### config.mk
export PLATFORM = sky130hd
export DESIGN_NAME = apb_master
export DESIGN_NICKNAME = d
export VERILOG_FILES = /design/src/rtl/apb_master.sv
export SDC_FILE = /design/constraint.sdc
export NUM_CORES = 1
export LEC_CHECK = 0
export BUFFER_PORTS_ARGS = -buffer_cell sky130_fd_sc_hd__buf_2
export CORE_UTILIZATION = 35
export DETAILED_ROUTE_END_ITERATION = 10
export PLACE_DENSITY = 0.58
export SETUP_SLACK_MARGIN = 0.4
export SYNTH_ARGS = -nofsm -noshare
export SYNTH_HDL_FRONTEND = slang
export SYNTH_SLANG_ARGS = --single-unit
### constraint.sdc
create_clock -name PCLK -period 4.69 [get_ports PCLK]
set_input_delay 0.7035 -clock PCLK [delete_from_list [all_inputs] [get_ports PCLK]]
set_output_delay 0.7035 -clock PCLK [all_outputs]
set_load 0.01 [all_outputs]
### src/rtl/apb_master.sv
// APB requester: runs one valid/ready command at a time as an APB SETUP/ACCESS
// transfer. It returns read data or a timeout error on a valid/ready response port.
module apb_master #(
  parameter int unsigned ADDR_W  = 4,
  parameter int unsigned DATA_W  = 8,
  parameter int unsigned TIMEOUT = 16
) (
  input  logic              PCLK,
  input  logic              PRESET,
  input  logic              cmd_valid,
  output logic              cmd_ready,
  input  logic              cmd_write,
  input  logic [ADDR_W-1:0] cmd_addr,
  input  logic [DATA_W-1:0] cmd_wdata,
  output logic              rsp_valid,
  input  logic              rsp_ready,
  output logic [DATA_W-1:0] rsp_rdata,
  output logic              rsp_err,
  output logic              PSELx,
  output logic              PENABLE,
  output logic              PWRITE,
  output logic [ADDR_W-1:0] PADDR,
  output logic [DATA_W-1:0] PWDATA,
  input  logic [DATA_W-1:0] PRDATA,
  input  logic              PREADY
);

  localparam int unsigned CW = $clog2(TIMEOUT + 1);
  localparam logic [CW-1:0] WAIT_LAST = CW'(TIMEOUT - 1);

  typedef enum logic [1:0] {
    S_IDLE,
    S_SETUP,
    S_ACCESS,
    S_RESP
  } state_t;

  state_t            r_state;
  state_t            w_state_nxt;
  logic [CW-1:0]     r_wait;
  logic [CW-1:0]     w_wait_nxt;
  logic              r_psel,      w_psel_nxt;
  logic              r_penable,   w_penable_nxt;
  logic              r_pwrite,    w_pwrite_nxt;
  logic [ADDR_W-1:0] r_paddr,     w_paddr_nxt;
  logic [DATA_W-1:0] r_pwdata,    w_pwdata_nxt;
  logic              r_rsp_valid, w_rsp_valid_nxt;
  logic [DATA_W-1:0] r_rsp_rdata, w_rsp_rdata_nxt;
  logic              r_rsp_err,   w_rsp_err_nxt;

  always_ff @(posedge PCLK or posedge PRESET) begin
    if (PRESET) begin
      r_state     <= S_IDLE;
      r_wait      <= '0;
      r_psel      <= 1'b0;
      r_penable   <= 1'b0;
      r_pwrite    <= 1'b0;
      r_paddr     <= '0;
      r_pwdata    <= '0;
      r_rsp_valid <= 1'b0;
      r_rsp_rdata <= '0;
      r_rsp_err   <= 1'b0;
    end else begin
      r_state     <= w_state_nxt;
      r_wait      <= w_wait_nxt;
      r_psel      <= w_psel_nxt;
      r_penable   <= w_penable_nxt;
      r_pwrite    <= w_pwrite_nxt;
      r_paddr     <= w_paddr_nxt;
      r_pwdata    <= w_pwdata_nxt;
      r_rsp_valid <= w_rsp_valid_nxt;
      r_rsp_rdata <= w_rsp_rdata_nxt;
      r_rsp_err   <= w_rsp_err_nxt;
    end
  end

  // Next-state logic also computes the next value of every registered output,
  // so the APB and response ports come straight from flops.
  always_comb begin
    w_state_nxt     = r_state;
    w_wait_nxt      = r_wait;
    w_psel_nxt      = r_psel;
    w_penable_nxt   = r_penable;
    w_pwrite_nxt    = r_pwrite;
    w_paddr_nxt     = r_paddr;
    w_pwdata_nxt    = r_pwdata;
    w_rsp_valid_nxt = r_rsp_valid;
    w_rsp_rdata_nxt = r_rsp_rdata;
    w_rsp_err_nxt   = r_rsp_err;

    case (r_state)
      S_IDLE: begin
        if (cmd_valid) begin
          w_pwrite_nxt = cmd_write;
          w_paddr_nxt  = cmd_addr;
          w_pwdata_nxt = cmd_wdata;
          w_psel_nxt   = 1'b1;
          w_state_nxt  = S_SETUP;
        end
      end
      S_SETUP: begin
        w_penable_nxt = 1'b1;
        w_wait_nxt    = '0;
        w_state_nxt   = S_ACCESS;
      end
      S_ACCESS: begin
        if (PREADY) begin
          w_rsp_rdata_nxt = r_pwrite ? '0 : PRDATA;
          w_rsp_err_nxt   = 1'b0;
          w_rsp_valid_nxt = 1'b1;
          w_psel_nxt      = 1'b0;
          w_penable_nxt   = 1'b0;
          w_state_nxt     = S_RESP;
        end else if (r_wait == WAIT_LAST) begin
          w_rsp_rdata_nxt = '0;
          w_rsp_err_nxt   = 1'b1;
          w_rsp_valid_nxt = 1'b1;
          w_psel_nxt      = 1'b0;
          w_penable_nxt   = 1'b0;
          w_state_nxt     = S_RESP;
        end else begin
          w_wait_nxt = r_wait + 1'b1;
        end
      end
      S_RESP: begin
        if (rsp_ready) begin
          w_rsp_valid_nxt = 1'b0;
          w_state_nxt     = S_IDLE;
        end
      end
      default: w_state_nxt = S_IDLE;
    endcase
  end

  assign cmd_ready = (r_state == S_IDLE);
  assign rsp_valid = r_rsp_valid;
  assign rsp_rdata = r_rsp_rdata;
  assign rsp_err   = r_rsp_err;
  assign PSELx     = r_psel;
  assign PENABLE   = r_penable;
  assign PWRITE    = r_pwrite;
  assign PADDR     = r_paddr;
  assign PWDATA    = r_pwdata;

endmodule

Word level (Yosys, flattened, before mapping) --
Cells that the tools add are included.
Operators by class: $add $sub $neg 1, equality and inequality tests 9, muxes and demuxes 21, reductions and logical operators 12
Operator list (number):
- $mux W8 | 3
- $reduce_and A3 Y1 | 4
- $mux W5 | 2
- $pmux W5 S2 | 1
- $mux W2 | 4
- $ne A2 B2 Y1 const B | 4
- $pmux W2 S4 | 1
- $reduce_bool A2 Y1 | 4
- $mux W1 | 7
- $pmux W1 S2 | 3
- $reduce_and A2 Y1 | 3
- $add A5 B1 Y5 const B | 1
- $eq A5 B4 Y1 const B | 1
- $eq A2 B2 Y1 const B | 2
- $ne A3 B3 Y1 const B | 1
- $eq A2 B1 Y1 const B | 1
- $logic_not A2 Y1 | 1
Storage, ports and cells: register bits 32, output and inout port bits 26, logic and storage cells 53

Longest topological paths before layout --
Gate-level depths: netlist of the first run.
word-level depth 4, gate-level depth with buffers 8, depth with buffers taken out 6

Least setup slack after synthesis of the first run --
No wires, ideal clock.
kind reg2reg, start point register r_wait[0], end point register r_wait[3], setup time 0.126 ns, data arrival time 1.567 ns, setup slack 2.996 ns, stages on the path, launching flop included 7, buffers on the path 0, cell sequence dfrtp_1 > ha_1 > and3_1 > ha_1 > or3b_4 > o221ai_2 > o21ai_1
Between the ends: word-level cells in the longest chain between the ends 4, elaborated cells on any way between the ends 7
Ends and longest elaborated chain:
- start: declaration | line 40 | logic [CW-1:0] r_wait;
- start signal: assignment | line 65 | r_wait <= w_wait_nxt;
- $add A5 B1 Y5 | line 122 | w_wait_nxt = r_wait + 1'b1;
- $mux W5 | line 114 | end else if (r_wait == WAIT_LAST) begin
- $mux W5 | line 107 | if (PREADY) begin
- $pmux W5 S2 | line 91 | case (r_state)
Several ways; a longest one is shown, not always the timed one. The select of a mux whose other input is x is not followed. A chain may end at the register's enable or synchronous reset.

Worst setup path in the final report of the first run --
start point register r_wait[0], end point register r_wait[0]
The elaborated chain is that of the path after synthesis.

==> flow_metrics.tcl, run 1 <==
set metrics [dict create \
    synth_seq_cells 32 \
    detail-route-antenna-nets 0 \
    global_route.usage.total_pct 15.2 \
    numClockSinks 32 \
    globalRouteOverflowTotal 0 \
    relative_slew_slack_pct 23.9 \
    achievable-frequency_mhz 369 \
    htree_num_levels 2 \
    post_cts_hold_buffer_count 0 \
    timing.final.crit_share_pct 57.7 \
    cts-root-buf "sky130_fd_sc_hd__clkbuf_8" \
    finalClockSkew_ns 0.00198 \
    final-max-slew-violation-count 0 \
    cts-resized-gates 0 \
    critical-path-top-delay-family "compound AO/OA/AOI/OAI gates" \
    hpwl_mm 2.10 \
    synth_cell_types 28 \
    synth-warning-count 0 \
    cts_made_buffers 5 \
    average_routed_wire_per_standard_cell_um 12.5 \
    finalHoldViolCount 0 \
    layout.cell_area.non_filler_um2 1810 \
    p_leak_nw 0.904 \
    setup_viol 0 \
    max_root_sink_buffers 2 \
    route.final.wire_length_mm 2.80 \
    whs_path_depth 2 \
    gate_count_of_the_mapped_netlist 121 \
    p_per_area_nw_per_um2 658 \
    detail_route.vias_per_cell 4.68 \
    area.growth.synth_to_final_pct 27.8 \
    detail_route.drc_violations 0 \
    floorplan.io_pins 52 \
    number_of_antenna_violations_at_the_first_check_in_global_routing 0 \
    worst_setup_path_end_kind "register" \
    rows 22 \
    ys_top_cells_by_area "sky130_fd_sc_hd__dfrtp_1 56%, sky130_fd_sc_hd__mux2_1 7.1%, sky130_fd_sc_hd__ha_1 5.3%" \
    core-area_um2 3770 \
    synthesis.area_um2 1420 \
    critical_path.n_buffers_inverters 0 \
    reg_to_reg_endpoint "r_wait[0]" \
    initial_utilization_pct 37.7 \
    drt_pass1_iterations 3 \
    layout-drive-gt1-share_pct 39.2 \
    mappedNetlistNets 153 \
    outcome "finished, final reports clean" \
    place.gp.congestion 0.751 \
    first_iter_violations 25 \
    worst_ir_drop_vdd_mv 0.351 \
    hold_path_class "reg2reg" \
    worstSkewPairLatency_ns 0.27 \
    worst-setup-path-type "reg2reg" \
    timing.setup.tns_ns 0 \
    netlist.top_cell.by_area "sky130_fd_sc_hd__dfrtp_1" \
    critical_path_start_type "register" \
    grt_first_pass_wirelength_mm 4.86 \
    buffers_on_ports 51 \
    antenna_cells_inserted 0 \
    clock_tree_from_tritoncts "yes" \
    floorplan.die.height_um 65.7 \
    register_to_register_path_setup_slack_ns 1.98 \
    final_period_minus_worst_setup_slack_ns 2.71 \
    critical_path_required_ns 4.85 \
    slowest_stage "sky130_fd_sc_hd__o21ai_1" \
    die_area_um2 4320 \
    grt_max_degree 33 \
    first_global_vias 1096 \
    peak_per_stage_delay_on_the_critical_path_ns 0.90 \
    max_fo_critical_path 20 \
    timing.hold.worst.start "PENABLE" \
    finalNetCount 207 \
    path_cells "ha_1 > and3_1 > ha_1 > o21ai_1 > o21ai_1 > mux2_2" \
    synth_top_area_share_pct 56.4 \
    rsz_0062_raised_after_global_routing "false" \
    dr_total_vias 1048 \
    drv_cap 0 \
    worst-endpoint-arrival_ns 2.87 \
    detailed_place.area_um2 1710 \
    die-width_um 65.7 \
    count_of_buffers_added_by_post_cts_timing_repair_for_setup 0 \
    worst_pin_slew_ns 1.13 \
    whs_endpoint "PENABLE" \
    cts.clk_slew.worst_paths_ns 0.06 \
    synth.avg_cell_area_um2 11.7 \
    synth-seq-area-share_pct 56.4 \
    reg2reg_from "r_wait[0]" \
    r2r.worst_path.cells 6 \
]
## where the power goes
part	internal [mW]	switching [mW]	total, mW
Sequential	0.405	0.0667	0.471
Combinational	0.218	0.254	0.472
Clock	0.157	0.0932	0.251
Total	0.780	0.414	1.19
## worst register-to-register path, cell delays in order, from the launching register on
cell,delay [ns]
sky130_fd_sc_hd__dfrtp_1,0.40
sky130_fd_sc_hd__ha_1,0.24
sky130_fd_sc_hd__and3_1,0.19
sky130_fd_sc_hd__ha_1,0.25
sky130_fd_sc_hd__o21ai_1,0.90
sky130_fd_sc_hd__o21ai_1,0.27
sky130_fd_sc_hd__mux2_2,0.35
## kinds of logic (layout without fill, tap and decap cells)
| logic type | count (synthesis) | in the layout | synth area share [%] |
|---|---|---|---|
| compound gates | 24 | 24 | 10.5 |
| fa+ha+maj | 6 | 6 | 5.29 |
| buf+inv | 12 | 67 | 4.40 |
| flops | 32 | 32 | 56.4 |
| mux | 15 | 15 | 11.8 |
| simple gates | 32 | 32 | 11.6 |
## per-stage QoR
stage          util (%)  cells  hold slack [ns]  setup WS [ns]  power, mW
2_1_floorplan         -    121            0.456           3.00      0.793
3_3_place_gp       45.3    216            0.469           2.11      0.944
3_5_place_dp       45.3    216            0.471           1.96      0.961
4_1_cts            48.1    224            0.486           1.92       1.22
5_1_grt            48.1    224            0.498           1.65       1.30
6_report           48.1    224            0.478           1.98       1.19
## cell usage in the layout, fill, tap and decap left out, types with 4 or more instances in the layout
master,instances
sky130_fd_sc_hd__mux2_1,9
sky130_fd_sc_hd__o21ai_0,4
sky130_fd_sc_hd__nor2b_1,4
sky130_fd_sc_hd__mux2_2,5
sky130_fd_sc_hd__o21ai_1,12
sky130_fd_sc_hd__buf_2,51
sky130_fd_sc_hd__clkbuf_8,5
sky130_fd_sc_hd__ha_1,6
sky130_fd_sc_hd__inv_1,6
sky130_fd_sc_hd__nand2_1,20
sky130_fd_sc_hd__dfrtp_1,32
## cell usage after synthesis
master and instances:
sky130_fd_sc_hd__nor3b_2 1, sky130_fd_sc_hd__buf_6 1, sky130_fd_sc_hd__o2bb2ai_1 2, sky130_fd_sc_hd__dfrtp_1 32, sky130_fd_sc_hd__nor2_1 1, sky130_fd_sc_hd__mux2i_1 1, sky130_fd_sc_hd__o21ai_1 12, sky130_fd_sc_hd__or3b_4 1
sky130_fd_sc_hd__mux2_2 5, sky130_fd_sc_hd__buf_2 2, sky130_fd_sc_hd__nand2_1 20, sky130_fd_sc_hd__nand3_1 1, sky130_fd_sc_hd__inv_2 1, sky130_fd_sc_hd__o21ai_0 4, sky130_fd_sc_hd__o221ai_2 1, sky130_fd_sc_hd__or4_1 1
sky130_fd_sc_hd__nor2b_1 4, sky130_fd_sc_hd__inv_1 6, sky130_fd_sc_hd__nor3_2 1, sky130_fd_sc_hd__or3b_1 1, sky130_fd_sc_hd__o31ai_1 1, sky130_fd_sc_hd__and3_1 1, sky130_fd_sc_hd__a21oi_1 2, sky130_fd_sc_hd__o32a_1 1
sky130_fd_sc_hd__a22o_1 1, sky130_fd_sc_hd__mux2_1 9, sky130_fd_sc_hd__buf_4 2, sky130_fd_sc_hd__ha_1 6
## worst max-delay path by stage
stage / slack, ns / depth (start not counted) / endpoint / from
after floorplan: 3.00 / 6 / r_wait[3] / r_wait[0]
final: 1.98 / 6 / r_wait[0] / r_wait[0]
after global routing: 1.65 / 6 / r_wait[0] / r_wait[0]
after global placement: 2.11 / 6 / r_wait[0] / r_wait[0]
after CTS: 1.92 / 6 / r_wait[0] / r_wait[0]
after detailed placement: 1.96 / 6 / r_wait[0] / r_wait[0]
## layout make-up
class | count | area, um2
clock buffers | 6 | 72.6
clock inverters | 2 | 35.0
fillers | 375 | 1960
inverters | 7 | 26.3
multi-input cells | 77 | 557
flip-flops and latches | 32 | 801
well taps | 48 | 60.1
repair buffers | 52 | 263
## routing by layer
metal,vias up,wire length [um],GRT usage (%)
li1,523,-,-
met1,490,1220,17.9
met2,31,1380,25.1
met3,4,191,5.21
met4,0,17,5.71
met5,-,0,0
## flip-flops by register name, indices dropped and copies added (netlist names)
| register | count |
|---|---|
| rsp_err | 1 |
| PSELx | 1 |
| PADDR | 4 |
| r_state | 2 |
| PENABLE | 1 |
| rsp_rdata | 8 |
| r_wait | 5 |
| rsp_valid | 1 |
| PWRITE | 1 |
| PWDATA | 8 |
Power figures use the tool's default switching activity.
==> inputs of run 2 (changes only) <==
--- a/config.mk
+++ b/config.mk
@@ -8,7 +8,7 @@
 export BUFFER_PORTS_ARGS = -buffer_cell sky130_fd_sc_hd__buf_2
 export CORE_UTILIZATION = 35
 export DETAILED_ROUTE_END_ITERATION = 10
-export PLACE_DENSITY = 0.58
+export PLACE_DENSITY = 0.6
 export SETUP_SLACK_MARGIN = 0.4
 export SYNTH_ARGS = -nofsm -noshare
 export SYNTH_HDL_FRONTEND = slang
==> constraint.sdc (replaced) <==
create_clock -name PCLK -period 2.21 [get_ports PCLK]
set_input_delay 0.3315 -clock PCLK [delete_from_list [all_inputs] [get_ports PCLK]]
set_output_delay 0.3315 -clock PCLK [all_outputs]
set_load 0.01 [all_outputs]
==> run 2 against run 1 <==
Combinational power increased by 120%. Sequential share of layout area decreased by 1.2 points. Hold slack got worse by 0.35 ns. Core utilization increased by 1.3 points. Die area unchanged. First-iteration DRC count increased by 28%. Largest cell class unchanged.
==> flow_metrics.tcl, run 2 (synthesis gave the netlist of run 1 again) <==
set metrics [dict create \
    numClockSinks 32 \
    max_root_sink_buffers 2 \
    reg_to_reg_endpoint "r_wait[3]" \
    worst-setup-path-type "reg2reg" \
    final-max-slew-violation-count 0 \
    final_period_minus_worst_setup_slack_ns 1.75 \
    drt_pass1_iterations 4 \
    grt_first_pass_wirelength_mm 4.80 \
    critical_path_required_ns 2.37 \
    cts-root-buf "sky130_fd_sc_hd__clkbuf_8" \
    place.gp.congestion 0.833 \
    timing.final.crit_share_pct 79.1 \
    rsz_0062_raised_after_global_routing "false" \
    globalRouteOverflowTotal 0 \
    floorplan.die.height_um 65.7 \
    layout-drive-gt1-share_pct 42.7 \
    achievable-frequency_mhz 572 \
    first_global_vias 1088 \
    global_route.usage.total_pct 15.3 \
    finalHoldViolCount 0 \
    area.growth.synth_to_final_pct 31.2 \
    reg2reg_from "r_wait[0]" \
    critical_path.n_buffers_inverters 0 \
    critical-path-top-delay-family "simple AND/OR/NAND/NOR gates" \
    post_cts_hold_buffer_count 0 \
    register_to_register_path_setup_slack_ns 0.46 \
    hpwl_mm 2.10 \
    setup_viol 0 \
    timing.setup.tns_ns 0 \
    r2r.worst_path.cells 6 \
    finalNetCount 209 \
    peak_per_stage_delay_on_the_critical_path_ns 0.40 \
    detail_route.vias_per_cell 4.81 \
    detail_route.drc_violations 0 \
    worst_ir_drop_vdd_mv 0.746 \
    die-width_um 65.7 \
    post-layout-total-power_mw 2.59 \
    p_per_area_nw_per_um2 1390 \
    first_iter_violations 32 \
    route.final.wire_length_mm 2.87 \
    critical_path_source "r_wait[0]" \
    path_cells "ha_2 > and3_1 > ha_4 > or3b_4 > o221ai_2 > o21ai_1" \
    max_fo_critical_path 6 \
    average_routed_wire_per_standard_cell_um 12.7 \
    hold_path_class "in2async" \
    detail-route-antenna-nets 0 \
    p_leak_nw 0.913 \
    num-fill-cells 355 \
    number_of_antenna_violations_at_the_first_check_in_global_routing 0 \
    core-area_um2 3770 \
    worst_pin_slew_ns 0.527 \
    cts_made_buffers 5 \
    layout_common_cells "51 x sky130_fd_sc_hd__buf_2, 32 x sky130_fd_sc_hd__dfrtp_1, 19 x sky130_fd_sc_hd__nand2_1" \
    relative_slew_slack_pct 64.8 \
    initial_utilization_pct 37.7 \
    grt_max_degree 33 \
    clock_tree_from_tritoncts "yes" \
    die_area_um2 4320 \
    floorplan.io_pins 52 \
    worst-endpoint-arrival_ns 1.90 \
    outcome "finished, final reports clean" \
    cts.clk_slew.worst_paths_ns 0.06 \
    htree_num_levels 2 \
    worst_setup_path_end_kind "register" \
    dr_total_vias 1087 \
    layout.cells.most_common "sky130_fd_sc_hd__buf_2" \
    rows 22 \
    slowest_stage "sky130_fd_sc_hd__dfrtp_1" \
    buffers_on_ports 51 \
    drv_cap 0 \
    antenna_cells_inserted 0 \
    worstSkewPairLatency_ns 0.28 \
    critical_path_start_type "register" \
    finalClockSkew_ns 0.00508 \
]
run 2: through the flow:
step	std cells	area [um2]	hold WS, ns	worst slack, ns	utilization (%)
final	226	1860	0.126	0.462	49.4
after floorplan	121	1420	0.424	0.516	-
after global routing	226	1860	0.163	0.406	49.4
after detailed placement	217	1710	0.437	0.383	45.5
after CTS	225	1830	0.131	0.389	48.4
after global placement	217	1710	0.428	0.471	45.5
run 2: metal layers:
layer / share of wire, % / global-route usage, % / vias up
li1: - / - / 528
met1: 42 / 18.1 / 515
met2: 49 / 24.0 / 38
met3: 6.9 / 5.73 / 6
met4: 1.7 / 7.61 / 0
met5: 0 / 0 / -
run 2: worst reg2reg max path: stages, from the launching register on:
cell and delay (ns):
sky130_fd_sc_hd__dfrtp_1 0.40, sky130_fd_sc_hd__ha_2 0.20, sky130_fd_sc_hd__and3_1 0.21, sky130_fd_sc_hd__ha_4 0.19
sky130_fd_sc_hd__or3b_4 0.40, sky130_fd_sc_hd__o221ai_2 0.13, sky130_fd_sc_hd__o21ai_1 0.09
run 2: where the power goes:
part | internal [mW] | total, mW | switching (mW)
combinational | 0.496 | 1.05 | 0.551
sequential | 0.859 | 1.00 | 0.144
clock | 0.334 | 0.537 | 0.203
total | 1.69 | 2.59 | 0.898
run 2: timing repair:
action,in CTS,in global routing
gates resized for setup,1,7
buffers inserted,0,1
endpoints found under the setup margin,2,19
pin swaps,0,0
run 2: final cells by class:
type	count	area (um2)	area share, %
Sequential cell	32	801	43.0
Multi-Input combinational cell	77	587	31.5
Timing Repair Buffer	54	282	15.1
Clock buffer	6	72.6	3.90
Tap cell	48	60.1	3.22
Clock inverter	2	35.0	1.88
Inverter	7	26.3	1.41
run 2: worst max path at each step:
stage / end / depth (start not counted)
detailed placement: rsp_valid / 7
floorplan: r_wait[3] / 6
global route: r_wait[3] / 6
finish: r_wait[3] / 6
CTS: r_wait[0] / 6
global placement: rsp_valid / 7
